## src/rtl/fighter_pkg.sv

```systemverilog
// Shared fighter-game types and constants: coordinate width, health limits,
// attack type codes and the hit-resolver state encoding.
package fighter_pkg;

    localparam int COORD_W  = 10;
    localparam int HEALTH_W = 8;

    localparam logic [HEALTH_W-1:0] HEALTH_MAX = 8'd100;

    // Attack type codes; any other code is treated as no attack.
    localparam logic [1:0] ATK_NONE = 2'd0;
    localparam logic [1:0] ATK1     = 2'd1;

    typedef enum logic [1:0] {
        ST_IDLE    = 2'd0,
        ST_HITSTUN = 2'd1,
        ST_KO      = 2'd2
    } resolver_state_e;

    // Health subtraction that bottoms out at zero instead of wrapping.
    function automatic logic [HEALTH_W-1:0] sat_sub(input logic [HEALTH_W-1:0] a,
                                                    input logic [HEALTH_W-1:0] b);
        return (a < b) ? '0 : a - b;
    endfunction

endpackage

```

## src/rtl/hitbox_overlap.sv

```systemverilog
// Purely combinational hitbox-vs-hurtbox test. The attacker's hitbox sits in
// front of it in the facing direction; the defender's hurtbox starts at its x.
// All x arithmetic is 11-bit so nothing wraps; leftward boxes clamp at 0.
module hitbox_overlap
    import fighter_pkg::*;
#(
    parameter int HB_OFFSET  = 16,
    parameter int HB_WIDTH   = 24,
    parameter int HB_HEIGHT  = 32,
    parameter int HURT_WIDTH = 32
) (
    input  logic [COORD_W-1:0] attacker_x,
    input  logic [COORD_W-1:0] attacker_y,
    input  logic               attacker_facing,
    input  logic [COORD_W-1:0] defender_x,
    input  logic [COORD_W-1:0] defender_y,
    output logic               hit_geom
);

    localparam logic [COORD_W:0]   OFF_NEAR = (COORD_W+1)'(HB_OFFSET);
    localparam logic [COORD_W:0]   OFF_FAR  = (COORD_W+1)'(HB_OFFSET + HB_WIDTH);
    localparam logic [COORD_W:0]   HURT_W   = (COORD_W+1)'(HURT_WIDTH);
    localparam logic [COORD_W-1:0] Y_REACH  = COORD_W'(HB_HEIGHT);

    logic [COORD_W:0]   ax;
    logic [COORD_W:0]   hb_lo;
    logic [COORD_W:0]   hb_hi;
    logic [COORD_W:0]   hurt_lo;
    logic [COORD_W:0]   hurt_hi;
    logic [COORD_W-1:0] y_dist;
    logic               x_ok;
    logic               y_ok;

    assign ax      = {1'b0, attacker_x};
    assign hurt_lo = {1'b0, defender_x};
    assign hurt_hi = hurt_lo + HURT_W;

    // Hitbox edges and vertical distance; a fully clamped left box is empty.
    always_comb begin
        hb_lo = '0;
        hb_hi = '0;
        if (attacker_facing) begin
            hb_lo = ax + OFF_NEAR;
            hb_hi = ax + OFF_FAR;
        end else begin
            hb_lo = (ax > OFF_FAR)  ? ax - OFF_FAR  : '0;
            hb_hi = (ax > OFF_NEAR) ? ax - OFF_NEAR : '0;
        end
        y_dist = (attacker_y >= defender_y) ? attacker_y - defender_y
                                            : defender_y - attacker_y;
        x_ok   = (hb_lo < hurt_hi) && (hurt_lo < hb_hi);
        y_ok   = (y_dist < Y_REACH);
    end

    assign hit_geom = x_ok && y_ok;

endmodule

```

## src/rtl/attack_hit_resolver.sv

```systemverilog
// Resolves the attacker's active hitbox against the defender once per video
// frame: applies damage or block chip, runs the hitstun countdown and latches KO.
module attack_hit_resolver
    import fighter_pkg::*;
#(
    parameter int HB_OFFSET      = 16,
    parameter int HB_WIDTH       = 24,
    parameter int HB_HEIGHT      = 32,
    parameter int HURT_WIDTH     = 32,
    parameter int ATK1_DMG       = 10,
    parameter int CHIP_DMG       = 2,
    parameter int HITSTUN_FRAMES = 12
) (
    input  logic                clk,
    input  logic                reset,
    input  logic                SCEN,
    input  logic                attack_active,
    input  logic                attack_busy,
    input  logic [1:0]          attack_type,
    input  logic [COORD_W-1:0]  attacker_x,
    input  logic [COORD_W-1:0]  attacker_y,
    input  logic                attacker_facing,
    input  logic [COORD_W-1:0]  defender_x,
    input  logic [COORD_W-1:0]  defender_y,
    input  logic                defender_blocking,
    output logic                hit_pulse,
    output logic                block_pulse,
    output logic [HEALTH_W-1:0] defender_health,
    output logic                defender_hitstun,
    output logic                defender_ko
);

    localparam int CNT_W = $clog2(HITSTUN_FRAMES + 1);

    resolver_state_e     state;
    logic [CNT_W-1:0]    hitstun_cnt;
    logic                hit_latched;
    logic                hit_geom;
    logic                connect;
    logic [HEALTH_W-1:0] dmg;
    logic [HEALTH_W-1:0] health_next;

    hitbox_overlap #(
        .HB_OFFSET  (HB_OFFSET),
        .HB_WIDTH   (HB_WIDTH),
        .HB_HEIGHT  (HB_HEIGHT),
        .HURT_WIDTH (HURT_WIDTH)
    ) u_overlap (
        .attacker_x      (attacker_x),
        .attacker_y      (attacker_y),
        .attacker_facing (attacker_facing),
        .defender_x      (defender_x),
        .defender_y      (defender_y),
        .hit_geom        (hit_geom)
    );

    // A hit lands only in IDLE, on a frame strobe, once per attack.
    assign connect = SCEN && attack_active && (attack_type == ATK1) && hit_geom
                     && !hit_latched && (state == ST_IDLE);

    assign dmg         = defender_blocking ? HEALTH_W'(CHIP_DMG) : HEALTH_W'(ATK1_DMG);
    assign health_next = sat_sub(defender_health, dmg);

    assign defender_hitstun = (state == ST_HITSTUN);
    assign defender_ko      = (state == ST_KO);

    // Frame-stepped resolver: hit latch, damage, hitstun countdown and KO.
    always_ff @(posedge clk) begin
        if (reset) begin
            state           <= ST_IDLE;
            hitstun_cnt     <= '0;
            hit_latched     <= 1'b0;
            hit_pulse       <= 1'b0;
            block_pulse     <= 1'b0;
            defender_health <= HEALTH_MAX;
        end else begin
            hit_pulse   <= 1'b0;
            block_pulse <= 1'b0;
            if (SCEN) begin
                if (connect) begin
                    hit_latched <= 1'b1;
                end else if (!attack_busy) begin
                    hit_latched <= 1'b0;
                end
                case (state)
                    ST_IDLE: begin
                        if (connect) begin
                            defender_health <= health_next;
                            hit_pulse       <= !defender_blocking;
                            block_pulse     <= defender_blocking;
                            if (health_next == '0) begin
                                state <= ST_KO;
                            end else if (!defender_blocking) begin
                                hitstun_cnt <= CNT_W'(HITSTUN_FRAMES);
                                state       <= ST_HITSTUN;
                            end
                        end
                    end
                    ST_HITSTUN: begin
                        if (hitstun_cnt <= CNT_W'(1)) begin
                            hitstun_cnt <= '0;
                            state       <= ST_IDLE;
                        end else begin
                            hitstun_cnt <= hitstun_cnt - CNT_W'(1);
                        end
                    end
                    ST_KO: begin
                        state <= ST_KO;
                    end
                    default: begin
                        state <= ST_IDLE;
                    end
                endcase
            end
        end
    end

endmodule

```

## config.mk

```make
export PLATFORM = sky130hd
export DESIGN_NAME = attack_hit_resolver
export DESIGN_NICKNAME = d
export VERILOG_FILES = /design/src/rtl/fighter_pkg.sv /design/src/rtl/hitbox_overlap.sv /design/src/rtl/attack_hit_resolver.sv
export SDC_FILE = /design/constraint.sdc
export NUM_CORES = 1
export LEC_CHECK = 0
export BUFFER_PORTS_ARGS = -buffer_cell sky130_fd_sc_hd__buf_2
export CELL_PAD_IN_SITES_DETAIL_PLACEMENT = 1
export CELL_PAD_IN_SITES_GLOBAL_PLACEMENT = 2
export CORE_MARGIN = 2
export CORE_UTILIZATION = 30
export DETAILED_ROUTE_END_ITERATION = 12
export PLACE_DENSITY_LB_ADDON = 0.1
export SETUP_SLACK_MARGIN = 0.2
export SLEW_MARGIN = 30
export SYNTH_ARGS = -nofsm -noshare
export SYNTH_HDL_FRONTEND = slang
export SYNTH_SLANG_ARGS = --single-unit
```

## constraint.sdc

```tcl
create_clock -name clk -period 12.4 [get_ports clk]
set_input_delay 2.48 -clock clk [delete_from_list [all_inputs] [get_ports clk]]
set_output_delay 2.48 -clock clk [all_outputs]
set_load 0.03 [all_outputs]
```

# After elaboration in Yosys (flattened, before gate mapping)
# Index checks and enable logic that the tools add are counted.
classes:
  bitwise: 3
  n_eq_ne: 9
  n_mux: 19
  reduce_logical: 17
  addsub: 9
  order_cmp: 8
op_table:
  columns: ["operator", "n"]
  rows:
  - ["2-to-1 mux 11 bit", 4]
  - ["adder 10 x 6 -> 11 bit (second input constant)", 2]
  - ["2-to-1 mux 4 bit", 5]
  - ["subtractor 10 bit", 2]
  - ["adder 10 x 5 -> 11 bit (second input constant)", 1]
  - ["< comparator 10 x 11 -> 1 bit", 1]
  - ["< comparator 11 bit", 1]
  - ["subtractor 10 x 5 -> 11 bit (second input constant)", 1]
  - ["subtractor 10 x 6 -> 11 bit (second input constant)", 1]
  - [">= comparator 10 bit", 1]
  - ["> comparator 10 x 5 -> 1 bit (second input constant)", 1]
  - ["> comparator 10 x 6 -> 1 bit (second input constant)", 1]
  - ["< comparator 10 x 6 -> 1 bit (second input constant)", 1]
  - ["2-to-1 mux 10 bit", 1]
  - ["zero test 8 bit", 1]
  - ["< comparator 8 x 4 -> 1 bit", 1]
  - ["2-to-1 mux 2 bit", 4]
  - ["2-to-1 mux 8 bit", 1]
  - ["case mux 4 bit (2 select lines)", 1]
  - ["subtractor 8 x 4 -> 8 bit", 1]
  - ["logical AND 1 bit", 7]
  - ["inequality test 2 bit (second input constant)", 3]
  - ["case mux 2 bit (3 select lines)", 1]
  - ["AND reduction 5 bit", 1]
  - ["15 further kinds", 21]
word_totals:
  word_cells: 71
  ff_bits: 17

# Longest topological paths before layout
depth:
  word_depth: 11
  ltp_mapped: 21

# Cells and area by module
# A second synthesis with hierarchy kept.
unflattened:
  hier_cells: 387
  area_unflattened_um2: 2874.0
modules_own_cells:
  columns: ["mod", "n_inst", "seq_area_each_um2", "cells_per_inst", "area_per_inst_um2"]
  rows:
  - ["hitbox_overlap", 1, 0.0, 258, 1824.2]
  - ["attack_hit_resolver", 1, 340.3, 129, 1049.8]

# Worst setup path before layout
# Ideal clock, no wire load.
synth_path:
  kind: "input port to flip-flop"
  start: "in attacker_x[8]"
  end: "reg defender_health[7]"
  path_stages: 18
  required_time_ns: 12.329
  path_slack_ns: 5.697
  arrival_ns: 6.633
  setup_time_ns: 0.071
  path_cell_list: "buf_6 -> or4_4 -> buf_6 -> nor2_1 -> a21oi_1 -> o22ai_1 -> nand2_1 -> o21ai_0 -> ha_1 -> a21o_1 -> a221oi_1 -> o21ai_1 -> o311a_1 -> nor2_1 -> or4b_1 -> or4_4 -> or4_1 -> a21oi_1"
synth_between:
  elab_chain_len: 10
synth_lines:
  columns: ["item", "line", "text"]
  rows:
  - ["start: declaration", "attack_hit_resolver.sv:20", "input logic [COORD_W-1:0] attacker_x,"]
  - ["subtractor 10 x 6 -> 11 bit (tied with other cells)", "hitbox_overlap.sv:46", "hb_lo = (ax > OFF_FAR) ? ax - OFF_FAR : '0;"]
  - ["2-to-1 mux 11 bit, on equally long branches", "hitbox_overlap.sv:46, hitbox_overlap.sv:47", null]
  - ["2-to-1 mux 11 bit", "hitbox_overlap.sv:42", "if (attacker_facing) begin"]
  - ["< comparator 11 bit or < comparator 10 x 11 -> 1 bit (tied branches)", "hitbox_overlap.sv:51", "x_ok = (hb_lo < hurt_hi) && (hurt_lo < hb_hi);"]
  - ["logical AND 1 bit (*)", "hitbox_overlap.sv:51", null]
  - ["logical AND 1 bit (*)", "hitbox_overlap.sv:55", "assign hit_geom = x_ok && y_ok;"]
  - ["logical AND 1 bit (*)", "attack_hit_resolver.sv:58", "assign connect = SCEN && attack_active && (attack_type == ATK1) && hit_geom"]
  - ["logical AND 1 bit (*) (2 in a row)", "attack_hit_resolver.sv:59", "&& !hit_latched && (state == ST_IDLE);"]
  - ["AND reduction 3 bit (no source line) (*)", null, null]
  - ["end signal: assignment", "attack_hit_resolver.sv:88", "defender_health <= health_next;"]
  - ["end: declaration", "attack_hit_resolver.sv:28", "output logic [HEALTH_W-1:0] defender_health,"]
# Every way passes the cells marked *; elsewhere a longest branch is shown, timed or not.
# A chain may end at the register's enable or synchronous reset.

# Final worst setup path
layout_path:
  start: "in attacker_x[5]"
  end: "reg defender_health[7]"
# The elaborated chain is that of the path after synthesis.

==> results.yml <==
cts:
  clk_pin_slew_worst_paths_ns: 0.07
  clk_latency_ns: 0.25
  postCtsSetupRepairBufs: 0
  htreeDepth: 1
  clk_path_buf_depth: 2
  cts_tree: "yes"
  hold_buffers: 0
  cts_buffers: 3
  cts_resized: 0
  cts_sinks: 17
  cts-root-buf: "clkbuf_8"
worst_setup_path:
  crit_family: "compound AO/OA/AOI/OAI gates"
  rr_startpoint: "defender_health[3]"
  critPathKind: "input port to flip-flop"
  reg2reg_slack_ns: 9.39
  required_ns: 12.58
  cp-start-kind: "input port"
  critical_path_peak_fanout: 15
  cp_slowest_cell: "or4_4"
  path_cells: "buf_2, inv_1, ha_1, a31oi_1, nor2_1, o32ai_1, o21ai_0, ha_1, a21o_1, a221oi_1, o21ai_1, o311a_1, nor2_1, or4b_1, or4_4, or4_1, a21oi_1"
  crit_path_max_incr_delay_ns: 0.65
  r2r-end: "hitstun_cnt[2]"
  end_kind: "flip-flop"
  worstPathBufferInverterCount: 2
  rr_worst_depth: 10
  arrival_ns: 7.24
detailed_routing:
  antenna_left: 0
  first_iter_violations: 90
  dr.pass1.iters: 6
  wl_met1_um: 4360
  top_layer: "met4"
  drc: 0
  detail_route.wl_per_cell_um: 15.0
  vias: 3002
  via_per_inst: 5.29
  route.met3.wl_um: 228
  wirelength_um: 8510
  wl_met2_um: 3870
power:
  seq_power_share_pct: 29.0
  power_report.internal_total_uw: 115
  ir_drop_mv: 0.0287
  switchingPower_uw: 73.0
  p_leak_nw: 1.57
  power_frac_comb_pct: 48.8
  clkPwrFrac_pct: 22.2
  swShare_pct: 38.7
  powerDensity_nw_per_um2: 56.7
sta:
  period_minus_slack_ns: 7.05
  fin_crit_sh_pct: 56.9
  relSlewSlack_pct: 59.2
  rsz0062_at_grt: "false"
  drv_slew: 0
  setup_ws_ns: 5.35
  skew_ns: 0.00306
  worstMarginPinSlew_ns: 0.607
  holdWs_ns: 0.481
  fin_tns_setup_ns: 0
  setup_violations: 0
  hold_violations: 0
  fmax_mhz: 142
cells_and_area:
  final_area_um2: 3320
  final_common_cell: "buf_2"
  layout-drive-gt1-share_pct: 18.7
  syn2layout_area_growth_pct: 14.6
  diodes: 0
  final_cell_mix: "buf_2, ha_1, inv_1"
  fin_nets: 539
synth:
  synth.distinct_cells: 66
  synthesis.instances: 388
  synth_edf_count: 0
  synth-seq-cells: 17
  syn_nets: 487
  syn_area_per_cell_um2: 7.47
  async_reset_ff_share_pct: 0
  yosys_warnings: 0
  syn-cell-area_um2: 2900
  yosysSeqAreaShare_pct: 11.7
  synthFlopType: "dfxtp_1"
global_routing:
  grt.total_usage_pct: 16.9
  grt_max_degree: 29
  grt_pass1_vias: 2978
  antenna_found_initial: 0
  grt.overflow.total: 0
  grt_pass1_wl_um: 14500
placed_design:
  hpwl_um: 7310
  placed_area_um2: 3280
  finalWeightedCongestion: 0.848
  numPortBuffers: 60
  dpl_worst_slack_ns: 5.15
floorplan:
  die_y_um: 102
  die-area_um2: 10500
  coreArea_um2: 9330
  rows: 35
  num_io_pins: 61
  die_width_um: 102
  start_util_pct: 31.1
worst_hold_path:
  hp-start: "hit_latched"
  hold_class: "flip-flop to flip-flop"
  min_path_cells: 2
  holdPathEnd: "hit_latched"
outcome:
  status: "finished clean"
run:
  drv_cap: 0
power groups by stage:
stage | registers [mW] | logic [mW] | clock network [mW]
floorplan | 0.0559 | 0.0651 | 0
global placement | 0.0559 | 0.0907 | 0
detailed placement | 0.0559 | 0.0922 | 0
CTS | 0.0546 | 0.0928 | 0.0426
global route | 0.0546 | 0.106 | 0.0454
finish | 0.0546 | 0.0918 | 0.0419
Yosys cell counts (all sizes together) (3+ instances only):
cell type | instances | area, um2
ha | 50 | 626
inv | 34 | 128
a21oi | 33 | 176
nand2 | 28 | 105
nor2 | 27 | 101
o21ai | 23 | 119
nor3 | 20 | 100
dfxtp | 17 | 340
nand3 | 12 | 60.1
nor2b | 11 | 68.8
or3 | 10 | 62.6
nand4 | 8 | 50.1
buf | 7 | 61.3
or4 | 7 | 60.1
xor2 | 7 | 61.3
and2 | 6 | 37.5
and3 | 6 | 37.5
clkbuf | 6 | 22.5
o21a | 6 | 45.0
mux2i | 5 | 50.1
o211ai | 5 | 37.5
o31ai | 5 | 65.1
a21o | 4 | 30.0
nor4 | 4 | 40.0
or2 | 4 | 25.0
xnor2 | 4 | 35.0
a221oi | 3 | 26.3
flip-flops by register name, summed over array words and instances, names as in the netlist:
name	flops
hitstun_cnt	4
block_pulse	1
hit_pulse	1
hit_latched	1
defender_health	8
state	2
layer usage:
metal	global-route usage, %	up-vias
met1	24.3	1414
met5	0	-
met4	3.08	0
li1	-	1525
met3	0.479	4
met2	28.5	59
cell families (layout without fill, tap and decap cells):
family / Yosys count / count (layout) / share of synthesized area [%]
AO/OA/AOI/OAI: 102 / 102 / 24.6
XOR/XNOR: 11 / 11 / 3.32
adder cells (fa/ha/maj): 50 / 50 / 21.6
buffers and inverters: 47 / 98 / 7.30
flip-flops: 17 / 17 / 11.7
multiplexers: 6 / 6 / 2.12
AND/OR/NAND/NOR: 155 / 155 / 29.4
tightest hold or removal path: stages, from the launching register on:
cell and delay (ns):
dfxtp_1 0.31, o21ai_0 0.07, a21oi_1 0.06
how the worst max path moves through the flow:
stage                        from                 end  slack, ns  cells past startpoint
floorplan           attacker_x[8]  defender_health[7]       5.70                     18
global placement    attacker_x[5]  defender_health[7]       5.35                     19
detailed placement  attacker_x[5]  defender_health[7]       5.15                     17
CTS                 attacker_x[5]  defender_health[7]       5.39                     17
global route        attacker_x[5]  defender_health[7]       4.97                     17
finish              attacker_x[5]  defender_health[7]       5.35                     17
area by class of cell:
cell class,instances,area (um2)
fill,1204,6010
clock inverter,1,5.00
tap,129,161
timing repair buffer,60,300
inverter,34,128
sequential,17,340
clock buffer,3,41.3
multi-input combinational,324,2350
per-stage QoR:
| step | power, mW | util [%] | instances |
|---|---|---|---|
| final | 0.188 | 35.6 | 568 |
| after floorplan | 0.121 | - | 388 |
| after CTS | 0.190 | 35.6 | 568 |
| after detailed placement | 0.148 | 35.1 | 564 |
| after global routing | 0.206 | 35.6 | 568 |
| after global placement | 0.147 | 35.1 | 564 |
No activity file was read; power rests on OpenSTA's default activity.
